`src/rtl/idma_obi_read_beat_gen.sv`:
```
// Splits a 1D byte transfer into StrbWidth-aligned OBI read beats and
// queues one datapath descriptor per beat for the realignment stage.
//
// Ports:
//   clk_i, rst_i             clock, asynchronous active-high reset
//   req_*                    1D transfer request (src address, byte length, dst byte offset)
//   meta_valid_o/ready_i     OBI read-beat request (ready is the OBI gnt), address in meta_addr_o
//   dp_valid_o/ready_i       per-beat descriptor: first-valid byte, end byte, realignment shift
//   busy_o                   transfer in progress or descriptors still queued
module idma_obi_read_beat_gen #(
    parameter int unsigned AddrWidth = 32,
    parameter int unsigned StrbWidth = 4,
    parameter int unsigned DepthDp   = 4
) (
    input  logic                         clk_i,
    input  logic                         rst_i,
    input  logic                         req_valid_i,
    output logic                         req_ready_o,
    input  logic [AddrWidth-1:0]         req_src_addr_i,
    input  logic [AddrWidth-1:0]         req_length_i,
    input  logic [$clog2(StrbWidth)-1:0] req_dst_offset_i,
    output logic                         meta_valid_o,
    input  logic                         meta_ready_i,
    output logic [AddrWidth-1:0]         meta_addr_o,
    output logic                         dp_valid_o,
    input  logic                         dp_ready_i,
    output logic [$clog2(StrbWidth)-1:0] dp_offset_o,
    output logic [$clog2(StrbWidth)-1:0] dp_tailer_o,
    output logic [$clog2(StrbWidth)-1:0] dp_shift_o,
    output logic                         busy_o
);

    localparam int unsigned OW = $clog2(StrbWidth);
    localparam int unsigned PW = $clog2(DepthDp);
    localparam int unsigned DW = 3 * OW;

    localparam logic [0:0] StIdle  = 1'b0;
    localparam logic [0:0] StIssue = 1'b1;

    logic [0:0]           state_q, state_d;
    logic [AddrWidth-1:0] addr_q, addr_d;
    logic [AddrWidth:0]   beats_left_q, beats_left_d;
    logic                 first_q, first_d;
    logic [OW-1:0]        offset_q, offset_d;
    logic [OW-1:0]        tailer_q, tailer_d;
    logic [OW-1:0]        shift_q, shift_d;

    logic [DW-1:0]        mem_q [DepthDp];
    logic [PW-1:0]        wr_ptr_q, rd_ptr_q;
    logic [PW:0]          count_q, count_d;

    logic                 fifo_full, fifo_empty;
    logic                 req_hs, meta_hs, push, pop, last_beat;
    logic [AddrWidth:0]   span, beats;
    logic [DW-1:0]        push_data, head;

    assign fifo_full  = (count_q == (PW+1)'(DepthDp));
    assign fifo_empty = (count_q == '0);

    assign req_ready_o  = (state_q == StIdle);
    assign meta_valid_o = (state_q == StIssue) && !fifo_full;
    assign meta_addr_o  = addr_q;
    assign busy_o       = (state_q == StIssue) || !fifo_empty;

    assign req_hs    = req_valid_i && req_ready_o;
    assign meta_hs   = meta_valid_o && meta_ready_i;
    assign push      = meta_hs;
    assign pop       = dp_valid_o && dp_ready_i;
    assign last_beat = (beats_left_q == (AddrWidth+1)'(1));

    // Bytes covered from the aligned start; one extra bit so len near 2^AW cannot overflow.
    assign span  = {{(AddrWidth+1-OW){1'b0}}, req_src_addr_i[OW-1:0]} + {1'b0, req_length_i};
    assign beats = (span + (AddrWidth+1)'(StrbWidth - 1)) >> OW;

    assign push_data = {first_q ? offset_q : '0, last_beat ? tailer_q : '0, shift_q};

    always_comb begin
        state_d      = state_q;
        addr_d       = addr_q;
        beats_left_d = beats_left_q;
        first_d      = first_q;
        offset_d     = offset_q;
        tailer_d     = tailer_q;
        shift_d      = shift_q;
        case (state_q)
            StIdle: begin
                if (req_hs) begin
                    addr_d       = {req_src_addr_i[AddrWidth-1:OW], {OW{1'b0}}};
                    beats_left_d = beats;
                    first_d      = 1'b1;
                    offset_d     = req_src_addr_i[OW-1:0];
                    tailer_d     = span[OW-1:0];
                    shift_d      = req_src_addr_i[OW-1:0] - req_dst_offset_i;
                    // Zero-length transfers are consumed without issuing anything.
                    if (req_length_i != '0) begin
                        state_d = StIssue;
                    end
                end
            end
            StIssue: begin
                if (meta_hs) begin
                    addr_d       = addr_q + AddrWidth'(StrbWidth);
                    beats_left_d = beats_left_q - (AddrWidth+1)'(1);
                    first_d      = 1'b0;
                    if (last_beat) begin
                        state_d = StIdle;
                    end
                end
            end
            default: state_d = StIdle;
        endcase
    end

    always_ff @(posedge clk_i or posedge rst_i) begin
        if (rst_i) begin
            state_q      <= StIdle;
            addr_q       <= '0;
            beats_left_q <= '0;
            first_q      <= 1'b0;
            offset_q     <= '0;
            tailer_q     <= '0;
            shift_q      <= '0;
        end else begin
            state_q      <= state_d;
            addr_q       <= addr_d;
            beats_left_q <= beats_left_d;
            first_q      <= first_d;
            offset_q     <= offset_d;
            tailer_q     <= tailer_d;
            shift_q      <= shift_d;
        end
    end

    // Descriptor FIFO: push is already blocked when full because meta_valid_o drops.
    always_comb begin
        count_d = count_q;
        case ({push, pop})
            2'b10:   count_d = count_q + (PW+1)'(1);
            2'b01:   count_d = count_q - (PW+1)'(1);
            default: count_d = count_q;
        endcase
    end

    always_ff @(posedge clk_i or posedge rst_i) begin
        if (rst_i) begin
            wr_ptr_q <= '0;
            rd_ptr_q <= '0;
            count_q  <= '0;
        end else begin
            if (push) begin
                wr_ptr_q <= wr_ptr_q + PW'(1);
            end
            if (pop) begin
                rd_ptr_q <= rd_ptr_q + PW'(1);
            end
            count_q <= count_d;
        end
    end

    always_ff @(posedge clk_i) begin
        if (push) begin
            mem_q[wr_ptr_q] <= push_data;
        end
    end

    // Outputs are zeroed while empty so stale storage never shows at dp_*.
    assign head        = mem_q[rd_ptr_q];
    assign dp_valid_o  = !fifo_empty;
    assign dp_offset_o = fifo_empty ? '0 : head[3*OW-1 -: OW];
    assign dp_tailer_o = fifo_empty ? '0 : head[2*OW-1 -: OW];
    assign dp_shift_o  = fifo_empty ? '0 : head[OW-1:0];

endmodule

```
`config.mk`:
```
export PLATFORM = sky130hd
export DESIGN_NAME = idma_obi_read_beat_gen
export DESIGN_NICKNAME = d
export VERILOG_FILES = /design/src/rtl/idma_obi_read_beat_gen.sv
export SDC_FILE = /design/constraint.sdc
export NUM_CORES = 1
export LEC_CHECK = 0
export CORE_UTILIZATION = 55
export DETAILED_ROUTE_END_ITERATION = 7
export MAX_ROUTING_LAYER = met4
export PLACE_DENSITY_LB_ADDON = 0.1
export SLEW_MARGIN = 20
export SYNTH_ARGS = -nofsm -noshare
export SYNTH_HDL_FRONTEND = slang
export SYNTH_SLANG_ARGS = --single-unit
```
`constraint.sdc`:
```
create_clock -name clk_i -period 3.68 [get_ports clk_i]
set_input_delay 0.736 -clock clk_i [delete_from_list [all_inputs] [get_ports clk_i]]
set_output_delay 0.736 -clock clk_i [all_outputs]
set_load 0.005 [all_outputs]
```
==> key figures <==
Layout
  • Area of the multi-input gates: 4120 um^2
  • Sequential Area: 2670 um^2
  • Area Overhead vs Synth: 32.0%
  • Layout cells sized above 1: 15.8%
  • ANT cells: 0
  • Utilization after layout: 75.5%
  • Nets: 1070
  • # fillers: 941

Synth
  • Synthesized area: 6990 um^2
  • Count leader, synth: nand2_1
  • Async SR Flop Fraction: 76.5%
  • Top_reg_cell synth: dfrtp_1
  • Largest family of logic cells by synthesized area: simple AND/OR/NAND/NOR gates
  • Dominant cell type by area after synthesis: dfrtp_1
  • Mean Syn Cell Area: 8.54 um^2
  • Post-synth cell types: 75
  • Synthesis Warnings: 0
  • Synth Area in Compound Gates: 17.8%
  • Synth Area in XOR/XNOR: 7.14%
  • Post-synth EDFFs: 24
  • List of most frequent post-synthesis cells: nand2_1 (94), a21oi_1 (82), dfrtp_1 (78)
  • Synth Area in Simple Gates: 27.2%
  • Sequential element share of the synthesized area: 38.2%
  • Post-Synthesis Cells: 818
  • Area contributors post-synth: dfrtp_1 (28%), edfxtp_1 (10%), a21oi_1 (5.9%), nand2_1 (5.0%), o21ai_0 (3.9%)
  • Multiplexer area fraction after synthesis: 3.12%
  • Synth top area share: 27.9%
  • Adder-Cell Fraction of Synth Area: 2.54%
  • Post-synthesis register bit count: 102

Worst setup path
  • Worst setup EP type: flip-flop
  • R2R setup slack: 0.58 ns
  • Setup Crit Path Kind: input port to flip-flop
  • CP top delay family: simple AND/OR/NAND/NOR gates
  • CP max FO: 3
  • Reg-to-Reg Start: beats_left_q[8]
  • R2r worst-path depth: 8
  • FF-to-FF End: beats_left_q[25]
  • Largest stage delay, worst path: 0.51 ns
  • Critical Path RT: 3.95 ns
  • Critical path arrival: 3.77 ns
  • CP max-delay cell: or4_4
  • Crit path launch type: input port
  • Number of buffer and inverter stages on the critical path: 2
  • Cell Chain, Critical Path: dlygate4sd2_1 > ha_2 > inv_1 > fa_2 > and4b_2 > nand3_2 > or4_4 > a22oi_2 > nand3b_1 > or4b_4 > o211a_1 > nor3_2

Global route
  • Vias in the first global route: 6801
  • Initial antenna violation count: 0
  • Largest net degree at the start of global routing: 111
  • Gr usage total: 32.5%
  • Gr ovfl total: 0
  • First-pass GRT wire length: 32700 um

Clock network
  • Post-CTS Hold Buffers: 0
  • Clock-pin slew of the registers on the worst-case setup and hold paths: 0.08 ns
  • Sink Count: 102
  • Clk root buf: clkbuf_16
  • H-Tree Depth: 3
  • Worst-Skew Late Latency: 0.36 ns
  • TritonCTS clock tree: yes
  • Clock Path Buffers: 2
  • Total CTS buffers: 9

Placement
  • Hpwl dp: 14800 um
  • # port buffers: 110
  • Routability Congestion: 0.913
  • DP Worst Slack: -0.588 ns

Worst hold path
  • Worst hold path depth: 2
  • WHS Endpoint: tailer_q[1]
  • Min-delay worst type: flip-flop to flip-flop
  • Hold path startpoint: tailer_q[1]

STA
  • Least-Margin Pin Slew: 1.02 ns
  • Setup tns final: 0 ns
  • Period utilisation layout: 95.2%
  • Endpoints failing setup: 0
  • Final hold viol count: 0
  • Final setup margin: 0.178 ns
  • Fmax: 0.286 GHz
  • Crit path time final: 3.50 ns
  • Max_slew headroom: 32.1%
  • Clk_skew: 0.0106 ns
  • Unrepaired setup endpoints after global routing: no
  • Fin. max-slew vios: 0

Floorplan
  • Core Rows: 40
  • Die Width: 115 um
  • Die height: 115 um
  • Initial Util: 57.2%
  • Placeable Area: 12200 um^2
  • IO Pins: 113
  • DIE AREA: 13200 um^2

Pwr
  • Power Total: 3.84 mW
  • VDD IR-drop max: 0.000251 V
  • Cell Pwr Density: 416 nW/um^2
  • Leak: 3.70 nW

Detailed routing
  • Pre-Repair DR Iteration Count: 5
  • Via Count: 6989
  • DR iter-0 viols: 700
  • Antenna-violating nets left: 0
  • DR DRC count: 0
  • Final WL: 19900 um
  • Drt wl/cell: 17.1 um
  • Via-to-Cell Ratio: 6.03

Flow run
  • Maxcap violations: 0

Outcome
  • Status: finished clean
-- worst min-delay path: stages (launching register included) --
cell and delay, ns:
dfrtp_1 0.35, nand2_1 0.04, o21ai_0 0.07
-- flip-flops by register name, summed over array words and instances (netlist names) --
register / count
beats_left_q: 33
meta_addr_o: 30
mem_q: 24
count_q: 3
offset_q: 2
rd_ptr_q: 2
shift_q: 2
tailer_q: 2
wr_ptr_q: 2
first_q: 1
state_q: 1
-- power by group --
group          total (mW)  internal [mW]  leakage (nW)  switching (mW)
registers            1.58           1.36          1.20           0.219
logic                1.28          0.654          2.35           0.621
clock network       0.983          0.487         0.150           0.495
total                3.84           2.50          3.70            1.34
-- worst max-delay path by stage --
stage / start / end / cells after the start
2_1_floorplan: req_src_addr_i[0] / beats_left_q[29] / 12
3_3_place_gp: req_src_addr_i[0] / beats_left_q[25] / 12
3_5_place_dp: req_src_addr_i[0] / beats_left_q[25] / 12
4_1_cts: req_length_i[0] / beats_left_q[27] / 14
5_1_grt: req_src_addr_i[0] / beats_left_q[22] / 12
6_report: req_src_addr_i[0] / beats_left_q[25] / 12
-- kinds of logic (layout without fill, tap and decap cells) --
kind of cell,count (synthesis),after routing
adder cells (fa/ha/maj),13,13
AND/OR/NAND/NOR,354,354
AO/OA/AOI/OAI,209,209
other,1,2
flip-flops,102,102
multiplexers,14,14
XOR/XNOR,57,57
buffers and inverters,68,240
-- cell usage in the layout (no fill, tap or decap), types with 7 or more instances in the layout --
master           Yosys  routed
o22ai_1             16      16
buf_4                3      92
and3_1              16      16
or4_1               10       9
xnor2_1             29      28
xor2_1              28      28
nor3_1              22      19
inv_1               18      16
nand4_1             24      24
clkbuf_16            0       9
clkdlybuf4s50_1      0     106
ha_1                11       9
a31oi_1              7       7
a21o_1               8       8
or3_1                9       9
and2_1              18      18
a21oi_1             82      82
o21ai_0             55      55
dfrtp_1             78      77
nor4_1              17      17
edfxtp_1            24      24
nand3_1             41      40
nor2_1              62      60
nand2_1             94      94
-- cell type report --
cell class              instances  share of cell area, %
clock buffers                   9                   2.44
clock inverters                 7                  0.882
inverters                      20                  0.814
multi-input cells             649                   44.7
flip-flops and latches        102                   29.0
well taps                     168                   2.28
repair buffers                204                   19.9
-- metal layers --
| layer | global-route usage [%] | routed length [um] | vias to the layer above |
|---|---|---|---|
| met3 | 4.55 | 1190 | 31 |
| met1 | 39.7 | 8360 | 3336 |
| met5 | - | 0 | - |
| met2 | 56.0 | 10000 | 282 |
| met4 | 9.70 | 298 | 0 |
| li1 | - | - | 3340 |
-- what timing repair did --
action                                 in CTS  in global routing
endpoints found under the hold margin       0                  0
pin swaps                                   5                  6
gates resized for setup                     8                 11
buffers inserted                            1                  0
setup endpoints to repair                  17                 20
-- per-stage QoR --
step / area [um^2] / std cells / hold slack, ns
after floorplan: 7000 / 819 / 0.437
after global placement: 8830 / 1142 / 0.458
final: 9220 / 1159 / 0.497
after detailed placement: 8830 / 1142 / 0.486
after CTS: 9180 / 1159 / 0.504
after global routing: 9220 / 1159 / 0.530
Power figures use the tool's default switching activity.
